==> src/rtl/median_frame_ctrl_if.sv <==
// Pixel-stream bundle around the frame controller: upstream input, push port
// toward the 1x3 median filter (plus its registered result) and downstream output.
interface median_frame_ctrl_if;
  logic       s_vld, s_rdy, s_sof;
  logic [7:0] s_pix;
  logic       f_vld;
  logic [7:0] f_pix, f_res;
  logic       m_vld, m_sof, m_eol, m_eof;
  logic [7:0] m_pix;

  modport slave (
    input  s_vld, s_sof, s_pix, f_res,
    output s_rdy, f_vld, f_pix, m_vld, m_sof, m_eol, m_eof, m_pix
  );
  modport master (
    output s_vld, s_sof, s_pix, f_res,
    input  s_rdy, f_vld, f_pix, m_vld, m_sof, m_eol, m_eof, m_pix
  );
endinterface

==> src/rtl/median_frame_ctrl.sv <==
// Frame sequencer for an external 1x3 median filter: primes each line with a
// replicated first pixel, flushes with a replicated last pixel, tags frame flags.
module median_frame_ctrl #(
  parameter int IMG_W = 640,
  parameter int IMG_H = 480
) (
  input  logic                 clk,
  input  logic                 rst_n,
  input  logic                 cfg_en,
  median_frame_ctrl_if.slave   io,
  output logic                 frame_done,
  output logic                 err_sof
);
  typedef enum logic [2:0] {IDLE, PRIME, RUN, FLUSH, LSTART, DONE} state_t;

  localparam logic [10:0] X_LAST = 11'(IMG_W - 1);
  localparam logic [9:0]  Y_LAST = 10'(IMG_H - 1);

  state_t      state_q, state_d;
  logic [10:0] x_q, x_d;
  logic [9:0]  y_q, y_d;
  logic        en_q, en_d;
  logic        err_q, err_d;
  logic        done_q, done_d;
  logic [7:0]  last_q, raw_q;
  logic        m_vld_q, m_sof_q, m_eol_q, m_eof_q;
  logic        rdy, push, emit, first, eol, start;
  logic [7:0]  push_pix;

  always_comb begin
    state_d  = state_q;
    x_d      = x_q;
    y_d      = y_q;
    en_d     = en_q;
    err_d    = err_q;
    done_d   = 1'b0;
    rdy      = 1'b0;
    push     = 1'b0;
    push_pix = 8'd0;
    emit     = 1'b0;
    first    = 1'b0;
    eol      = 1'b0;
    start    = 1'b0;
    case (state_q)
      IDLE: begin
        rdy = 1'b1;
        if (io.s_vld && io.s_sof) start = 1'b1;
      end
      PRIME: begin
        // last_q still holds the line's first pixel, giving history p0,p0
        push     = 1'b1;
        push_pix = last_q;
        x_d      = 11'd1;
        state_d  = RUN;
      end
      RUN: begin
        rdy = 1'b1;
        if (io.s_vld) begin
          if (io.s_sof) begin
            start = 1'b1;
            err_d = 1'b1;
          end else begin
            push     = 1'b1;
            push_pix = io.s_pix;
            emit     = 1'b1;
            first    = (x_q == 11'd1) && (y_q == 10'd0);
            if (x_q == X_LAST) state_d = FLUSH;
            else               x_d     = x_q + 11'd1;
          end
        end
      end
      FLUSH: begin
        push     = 1'b1;
        push_pix = last_q;
        emit     = 1'b1;
        eol      = 1'b1;
        if (y_q == Y_LAST) state_d = DONE;
        else begin
          y_d     = y_q + 10'd1;
          x_d     = 11'd0;
          state_d = LSTART;
        end
      end
      LSTART: begin
        rdy = 1'b1;
        if (io.s_vld) begin
          if (io.s_sof) begin
            start = 1'b1;
            err_d = 1'b1;
          end else begin
            push     = 1'b1;
            push_pix = io.s_pix;
            state_d  = PRIME;
          end
        end
      end
      DONE: begin
        done_d  = 1'b1;
        state_d = IDLE;
      end
      default: state_d = IDLE;
    endcase
    // A new frame start (clean or aborting) never produces an output itself
    if (start) begin
      push     = 1'b1;
      push_pix = io.s_pix;
      en_d     = cfg_en;
      x_d      = 11'd0;
      y_d      = 10'd0;
      state_d  = PRIME;
    end
  end

  always_ff @(posedge clk or negedge rst_n) begin
    if (!rst_n) begin
      state_q <= IDLE;
      x_q     <= 11'd0;
      y_q     <= 10'd0;
      en_q    <= 1'b0;
      err_q   <= 1'b0;
      done_q  <= 1'b0;
      last_q  <= 8'd0;
      raw_q   <= 8'd0;
      m_vld_q <= 1'b0;
      m_sof_q <= 1'b0;
      m_eol_q <= 1'b0;
      m_eof_q <= 1'b0;
    end else begin
      state_q <= state_d;
      x_q     <= x_d;
      y_q     <= y_d;
      en_q    <= en_d;
      err_q   <= err_d;
      done_q  <= done_d;
      if (push) last_q <= push_pix;
      // Raw column k is the pixel pushed just before column k+1 (or the flush)
      if (emit) raw_q <= last_q;
      m_vld_q <= emit;
      m_sof_q <= emit & first;
      m_eol_q <= emit & eol;
      m_eof_q <= emit & eol & (y_q == Y_LAST);
    end
  end

  assign io.s_rdy   = rdy;
  assign io.f_vld   = push;
  assign io.f_pix   = push_pix;
  assign io.m_vld   = m_vld_q;
  assign io.m_sof   = m_sof_q;
  assign io.m_eol   = m_eol_q;
  assign io.m_eof   = m_eof_q;
  assign io.m_pix   = m_vld_q ? (en_q ? io.f_res : raw_q) : 8'd0;
  assign frame_done = done_q;
  assign err_sof    = err_q;
endmodule

==> src/flat_wrapper.sv <==
// flat-port wrapper written by rule: the top's interface ports become plain ports
module median_frame_ctrl_flat 
#(
  parameter int IMG_W = 640,
  parameter int IMG_H = 480
)
  (clk, rst_n, cfg_en, frame_done, err_sof, io_s_vld, io_s_sof, io_s_pix, io_f_res, io_s_rdy, io_f_vld, io_f_pix, io_m_vld, io_m_sof, io_m_eol, io_m_eof, io_m_pix);
  median_frame_ctrl_if io_i ();
  input  logic clk;
  input  logic rst_n;
  input  logic cfg_en;
  output logic frame_done;
  output logic err_sof;
  input wire logic [$bits(io_i.s_vld)-1:0] io_s_vld;
  input wire logic [$bits(io_i.s_sof)-1:0] io_s_sof;
  input wire logic [$bits(io_i.s_pix)-1:0] io_s_pix;
  input wire logic [$bits(io_i.f_res)-1:0] io_f_res;
  output wire logic [$bits(io_i.s_rdy)-1:0] io_s_rdy;
  output wire logic [$bits(io_i.f_vld)-1:0] io_f_vld;
  output wire logic [$bits(io_i.f_pix)-1:0] io_f_pix;
  output wire logic [$bits(io_i.m_vld)-1:0] io_m_vld;
  output wire logic [$bits(io_i.m_sof)-1:0] io_m_sof;
  output wire logic [$bits(io_i.m_eol)-1:0] io_m_eol;
  output wire logic [$bits(io_i.m_eof)-1:0] io_m_eof;
  output wire logic [$bits(io_i.m_pix)-1:0] io_m_pix;
  assign io_i.s_vld = io_s_vld;
  assign io_i.s_sof = io_s_sof;
  assign io_i.s_pix = io_s_pix;
  assign io_i.f_res = io_f_res;
  assign io_s_rdy = io_i.s_rdy;
  assign io_f_vld = io_i.f_vld;
  assign io_f_pix = io_i.f_pix;
  assign io_m_vld = io_i.m_vld;
  assign io_m_sof = io_i.m_sof;
  assign io_m_eol = io_i.m_eol;
  assign io_m_eof = io_i.m_eof;
  assign io_m_pix = io_i.m_pix;
  median_frame_ctrl #(.IMG_W(IMG_W), .IMG_H(IMG_H)) u_core (.clk(clk), .rst_n(rst_n), .cfg_en(cfg_en), .io(io_i), .frame_done(frame_done), .err_sof(err_sof));
endmodule
==> config.mk <==
export PLATFORM = sky130hd
export DESIGN_NAME = median_frame_ctrl_flat
export DESIGN_NICKNAME = d
export VERILOG_FILES = /design/src/rtl/median_frame_ctrl_if.sv /design/src/rtl/median_frame_ctrl.sv /design/src/flat_wrapper.sv
export SDC_FILE = /design/constraint.sdc
export NUM_CORES = 1
export LEC_CHECK = 0
export ABC_AREA = 1
export CORE_MARGIN = 10
export CORE_UTILIZATION = 35
export CTS_CLUSTER_DIAMETER = 80
export DETAILED_ROUTE_END_ITERATION = 8
export GPL_TIMING_DRIVEN = 0
export PLACE_DENSITY = 0.64
export SYNTH_ARGS = -nofsm -noshare
export SYNTH_HDL_FRONTEND = slang
export SYNTH_SLANG_ARGS = --single-unit
==> constraint.sdc <==
create_clock -name clk -period 2 [get_ports clk]
set_clock_uncertainty 0.1 [all_clocks]
set_input_delay 0.5 -clock clk [delete_from_list [all_inputs] [get_ports clk]]
set_output_delay 0.5 -clock clk [all_outputs]
set_load 0.05 [all_outputs]
==> results of run 1 <==
[worst paths after layout]
check | slack, ns | endpoint | cells after the start
max | -0.27 | io_f_pix[0] | 9
min | 0.38 | u_core.err_sof$_DFFE_PN0P_ | 1
max reg2reg | 0.13 | u_core.x_q[3]$_DFFE_PN0P_ | 11
min reg2reg | 0.38 | u_core.err_sof$_DFFE_PN0P_ | 1
max in group asynchronous | 0.77 | u_core.io.m_vld$_DFF_PN0_ | 3
min in group asynchronous | 0.52 | u_core.frame_done$_DFF_PN0_ | 2
[cell usage in the layout (no fill, tap or decap), types with 2 or more instances in the layout]
cell and count:
buf_6 11, buf_4 26, xor2_1 2, o21bai_1 2
o21ai_1 21, nor2_1 34, o21ai_4 7, dlygate4sd2_1 8
buf_2 4, inv_2 6, nand2_4 9, a21oi_4 2
nor4_1 2, nand4_1 11, nor2_2 4, inv_1 47
o21ai_0 11, nand2_2 6, clkbuf_8 6, dfrtp_1 43
buf_8 6, dlymetal6s2s_1 4, dfrtp_2 4, nand2_1 77
nand3_1 29, or2_1 8, a21oi_1 9, nand3_2 2
buf_12 2, ha_1 4, o21ai_2 3, inv_4 3
nor3_1 7, clkdlybuf4s50_1 13, nor2_4 3, a21oi_2 3
[critical path, delay by kind of cell (launching register included)]
family	cells	cell delay (ns)
AND/OR/NAND/NOR	6	0.58
flip-flops	1	0.38
AO/OA/AOI/OAI	1	0.08
buffers and inverters	2	0.32
[flip-flops by register name, summed over array words and instances, names as in the netlist, 3 cells and up]
name	count
u_core.x_q	11
u_core.y_q	10
u_core.last_q	8
u_core.raw_q	8
u_core.state_q	3
[cell families after synthesis]
family                     count (synthesis)  share of synthesized area (%)
buffers and inverters                     64                           9.42
and+or+nand+nor                          197                           33.2
xor gates and xnor gates                   3                          0.951
adders and majority gates                  4                           1.81
DFF                                       47                           42.6
AOI/OAI and AO/OA                         58                           12.0
[per-layer routing]
layer | up-vias | share of wire [%] | track usage (%)
li1 | 1353 | - | -
met2 | 47 | 49 | 21.2
met4 | 0 | 2.3 | 4.52
met3 | 16 | 4.0 | 3.01
met1 | 1274 | 44 | 17.0
met5 | - | 0 | 0
[layout make-up]
| class | instances | area, sq um |
|---|---|---|
| timing repair inverter | 1 | 6.26 |
| multi-input combinational | 262 | 1500 |
| buffer | 8 | 67.6 |
| clock buffer | 6 | 82.6 |
| tap | 102 | 128 |
| sequential | 47 | 1180 |
| inverter | 56 | 229 |
| fill | 720 | 3780 |
| clock inverter | 2 | 38.8 |
| timing repair buffer | 68 | 667 |
[per-stage QoR]
step | setup WS, ns | total power, mW | setup TNS (ns) | hold slack [ns]
global route | -0.337 | 5.14 | -2.80 | 0.408
global placement | -1.17 | 3.56 | -66.66 | 0.367
detailed placement | -1.16 | 3.58 | -17.04 | 0.327
floorplan | -0.233 | 2.96 | -1.53 | 0.104
CTS | -0.229 | 4.69 | -1.98 | 0.384
finish | -0.274 | 4.84 | -2.19 | 0.377
[repair_timing]
| item | 4_1_cts | 5_1_grt |
|---|---|---|
| buffers inserted | 15 | 6 |
| pin swaps | 8 | 7 |
| resized for setup | 144 | 31 |
| hold buffers | 1 | 0 |
| hold endpoints to repair | 13 | 0 |
| endpoints found under the setup margin | 24 | 34 |
| cloned | 2 | 0 |
[power groups by stage]
stage               Combinational, mW  Clock [mW]  Sequential (mW)
floorplan                        1.55           0             1.41
global placement                 2.15           0             1.40
detailed placement               2.18           0             1.40
CTS                              2.54       0.774             1.37
global route                     2.91       0.809             1.41
finish                           2.70       0.752             1.39
==> run summary, run 1 <==
combinational share of power = 55.8%
Post-synth EDFFs = 0
Crit Path Max Fanout = 8
Top cell by count, worst path = nand2_4
CP Launch Type = flop
DP Wirelength = 5490 microns
top cell type's share of synthesized area = 42.6%
Clk pwr share = 15.5%
Unique masters post-synth = 32
1st-iter DRT viols = 104
Switch Pwr = 2.19 mW
post-route core utilization = 50.8%
status = complete, but fails checks
failing checks = setup timing
Inst Count DP = 520
FFs w/ async S/R, synth = 100%
Worst-Skew Late Latency = 0.31 ns
Setup-failing EPs final = 9
Die ar. = 11800 sq um
Total GRT Usage = 13.1%
min-delay src = u_core.err_sof$_DFFE_PN0P_
max_cap viols = 0
RSZ-0062 raised after global routing = true
vias in the first global route = 2627
synthesized area = 2760 sq um
RR Startpoint = u_core.state_q[2]$_DFFE_PN0P_
I/O pins = 45
Worst VDD drop = 0.797 mV
required time worst endpoint = 1.40 ns
top cells by count, synth = nand2_1 (85), inv_1 (49), dfrtp_1 (47), nor2_1 (37), nand3_1 (30)
main area contributors after synthesis = dfrtp_1 (43%), nand2_1 (12%), inv_1 (6.7%)
CORE AREA = 7690 sq um
Crit. Startpoint = u_core.state_q[2]$_DFFE_PN0P_
H-tree depth = 2
Post-Syn Nets = 398
Total Wirelength = 7770 microns
Internal = 2.65 mW
row cnt = 32
drt via density = 4.87
Final Cycle Share = 114%
synthesis-to-finish area growth = 41.3%
Placer Congestion = 0.849
worst min path class = reg2reg
Post-layout nets = 474
post-route ant nets = 0
CP max stage delay = 0.38 ns
layout cell share with drive strength beyond 1 = 25.6%
Worst Tran Pin Value = 0.503 ns
Crit Path Class = reg2out
WP data arrival = 1.67 ns
Tmin final = 2.27 ns
power density cells = 1240 nW/um^2
# diodes = 0
Slew headroom = 66.6%
LEAKAGE = 1.93 nW
Synth area leader = dfrtp_1
post-synthesis sequential area ratio = 42.6%
Max Clk Rate = 0.440 GHz
CTS tree = built
Yosys warnings = 0
Yosys reg bits = 47
clk sinks = 47
Slew Limit Fails = 0
clk root buf = clkbuf_8
count leader, synth = nand2_1
slowest CP cell = dfrtp_1
Longest Clk Path Bufs = 2
clock buffer count from CTS = 5
die height = 109 microns
Post-DP Area = 3450 sq um
initial antenna violation count = 0
Post-Syn Instances = 373
Fin. Hold Viols = 0
# DRC = 0
port bufs = 44
setup ws final = -0.274 ns
crit path cell chain = buf_6, nor2_4, nand2_4, nand2_4, nand2_4, nand2_8, nand2_2, o21ai_2, buf_6
Net Sw Frac = 45.2%
Worst-path clk slew = 0.10 ns
ys flop type = dfrtp_1
largest net degree at the start of global routing = 35
DR WL/cell = 14.1 microns
first drt pass iteration count = 4
CP Capture Type = primary output
sequential fraction of design power = 28.7%
Post-Layout Inst Area = 3900 sq um
Starting Density = 35.9%
via count = 2690
first-pass GRT wire length = 12500 microns
non-filler instance count after layout = 552
syn_area_per_cell = 7.41 sq um
Congestion Overflow GR = 0
die width = 109 microns
No activity file was read; power rests on OpenSTA's default activity.
==> run 2, diff against run 1 <==
RECOVER_POWER = 25   (was unset)
==> run 2 against run 1 <==
Effect of this change:
- the run still ends with setup timing left
- highest routed layer unchanged
- combinational power about the same
- setup slack got worse by 0.0034 ns
- flip-flop and latch count unchanged
- sequential share of layout area increased by 0.068 points
- critical path type unchanged
==> run summary, run 2 (synthesis gave the netlist of run 1 again) <==
status = complete, but fails checks
failing checks = setup timing
Tmin final = 2.28 ns (+0.00345 ns)
Post-Route Hold Slack = 0.377 ns (-0.0000170 ns)
1st-iter DRT viols = 118 (+13%)
Final Cycle Share = 114% (+0.17 points)
Longest Clk Path Bufs = 2 (unchanged)
Worst VDD drop = 0.796 mV (-0.18%)
RSZ-0062 raised after global routing = true
vias in the first global route = 2627 (unchanged)
CP max stage delay = 0.38 ns (about the same)
Crit Path Max Fanout = 8 (unchanged)
Final Total Pwr = 4.83 mW (-0.16%)
Biggest register = u_core.x_q
clk root buf = clkbuf_8
# diodes = 0 (unchanged)
highest-count cells in the layout ignoring fill and taps = nand2_1 (77), inv_1 (47), dfrtp_1 (43), nor2_1 (35), nand3_1 (29)
Largest regs = u_core.x_q x11, u_core.y_q x10
initial antenna violation count = 0 (unchanged)
Total Wirelength = 7780 microns (+0.10%)
commonest non-fill, non-tap cell in the layout = nand2_1
Worst Tran Pin Value = 0.838 ns (+0.335 ns)
Post-DP Area = 3450 sq um (unchanged)
Top cell by count, worst path = nand2_4
Placer Congestion = 0.849 (unchanged)
routed length on met1 = 3470 microns (+0.49%)
largest net degree at the start of global routing = 35 (unchanged)
Max Clk Rate = 0.439 GHz (-0.15%)
I/O pins = 45 (unchanged)
crit path cell chain = buf_6, nor2_4, nand2_4, nand2_4, nand2_4, nand2_8, nand2_2, o21ai_2, buf_6
setup ws final = -0.278 ns (-0.00345 ns)
clock buffer count from CTS = 5 (unchanged)
layout cell share with drive strength beyond 1 = 25.1% (-0.44 points)
FF/Latch Area = 1180 sq um (unchanged)
post-route ant nets = 0 (unchanged)
die width = 109 microns (unchanged)
H-tree depth = 2 (unchanged)
met3 wire len = 295 microns (-5.1%)
first-pass GRT wire length = 12500 microns (unchanged)
CTS tree = built
LEAKAGE = 1.93 nW (-0.14%)
first drt pass iteration count = 4 (unchanged)
Post-layout nets = 474 (unchanged)
Fin. Hold Viols = 0 (unchanged)
DP Wirelength = 5490 microns (unchanged)
Largest register FFs = 11 (unchanged)
Inst Count DP = 520 (unchanged)
Total GRT Usage = 13.1% (unchanged)
clk sinks = 47 (unchanged)
DR WL/cell = 14.1 microns (+0.10%)
synthesis-to-finish area growth = 41.0%
power density cells = 1240 nW/um^2 (about the same)
CORE AREA = 7690 sq um (unchanged)
die height = 109 microns (unchanged)
max_cap viols = 0 (unchanged)
via count = 2682 (-0.30%)
Max Used Layer = met4
Slew headroom = 44.1% (-22 points)
row cnt = 32 (unchanged)
required time worst endpoint = 1.40 ns (about the same)
Slew Limit Fails = 0 (unchanged)
Worst-Skew Late Latency = 0.31 ns (about the same)
WP data arrival = 1.68 ns (about the same)
WL met2 = 3820 microns (+0.18%)
CP Launch Type = flop
CP Capture Type = primary output
Die ar. = 11800 sq um (unchanged)
Fin Setup TNS = -2.22 ns (-0.0310 ns)
Post-Layout Inst Area = 3890 sq um (-0.22%)
drt via density = 4.86 (-0.30%)
Filler Cells Inserted = 721 (+0.14%)
Worst-path clk slew = 0.10 ns (about the same)
non-filler instance count after layout = 552 (unchanged)
Crit Path Class = reg2out
port bufs = 44 (unchanged)
slowest CP cell = dfrtp_1
# DRC = 0 (unchanged)
Multi-input gate area = 1500 sq um (-0.50%)
Setup-failing EPs final = 9 (unchanged)
Starting Density = 35.9% (unchanged)
worst min path class = reg2reg
Congestion Overflow GR = 0 (unchanged)
## run 2: cell types whose count changed in the layout (fill, tap and decap cells not counted), sizes merged
cell | before | now
buf | 49 | 48
clkbuf | 7 | 8
## run 2: final timing paths
path | startpoint | end | slack, ns | cells past startpoint
worst min-delay path | u_core.err_sof$_DFFE_PN0P_ | u_core.err_sof$_DFFE_PN0P_ | 0.38 | 1
worst min register to register | u_core.err_sof$_DFFE_PN0P_ | u_core.err_sof$_DFFE_PN0P_ | 0.38 | 1
worst max register to register | u_core.state_q[2]$_DFFE_PN0P_ | u_core.x_q[3]$_DFFE_PN0P_ | 0.04 | 8
min in group asynchronous | rst_n | u_core.frame_done$_DFF_PN0_ | 0.70 | 2
worst max-delay path | u_core.state_q[2]$_DFFE_PN0P_ | io_f_pix[0] | -0.28 | 9
max in group asynchronous | rst_n | u_core.io.m_vld$_DFF_PN0_ | 0.42 | 3
## run 2: cell type report
class,instances,share of cell area [%]
repair inverters,1,0.161
repair buffers,68,17.1
clock buffers,6,2.12
flip-flops and latches,47,30.3
clock inverters,2,0.996
multi-input cells,262,38.4
inverters,56,5.88
well taps,102,3.28
plain buffers,8,1.73
## run 2: power breakdown
part | switching (mW) | internal (mW)
Combinational | 1.66 | 1.03
Sequential | 0.181 | 1.21
Clock | 0.339 | 0.412
## run 2: critical path, delay by kind of cell, from the launching register on
family,cells,cell delay [ns]
buf+inv,2,0.32
flops,1,0.38
compound gates,1,0.08
simple gates,6,0.58
## run 2: per-layer routing
metal | vias to the layer above | global-route usage, %
met5 | - | 0
met4 | 0 | 4.52
met3 | 16 | 3.01
met2 | 41 | 21.2
met1 | 1271 | 17.0
li1 | 1354 | -
## run 2: per-stage QoR
step | util (%) | worst slack (ns)
floorplan | - | -0.233
global placement | 44.7 | -1.17
detailed placement | 44.9 | -1.16
CTS | 49.1 | -0.229
global route | 50.7 | -0.337
finish | 50.7 | -0.278
## run 2: repair_timing
item                                   4_1_cts  5_1_grt
cloned                                       2        0
setup endpoints to repair                   24       34
pin swaps                                    8        7
setup buffers                               15        6
hold buffers                                 1        0
resized for setup                          144       31
endpoints found under the hold margin       13        0
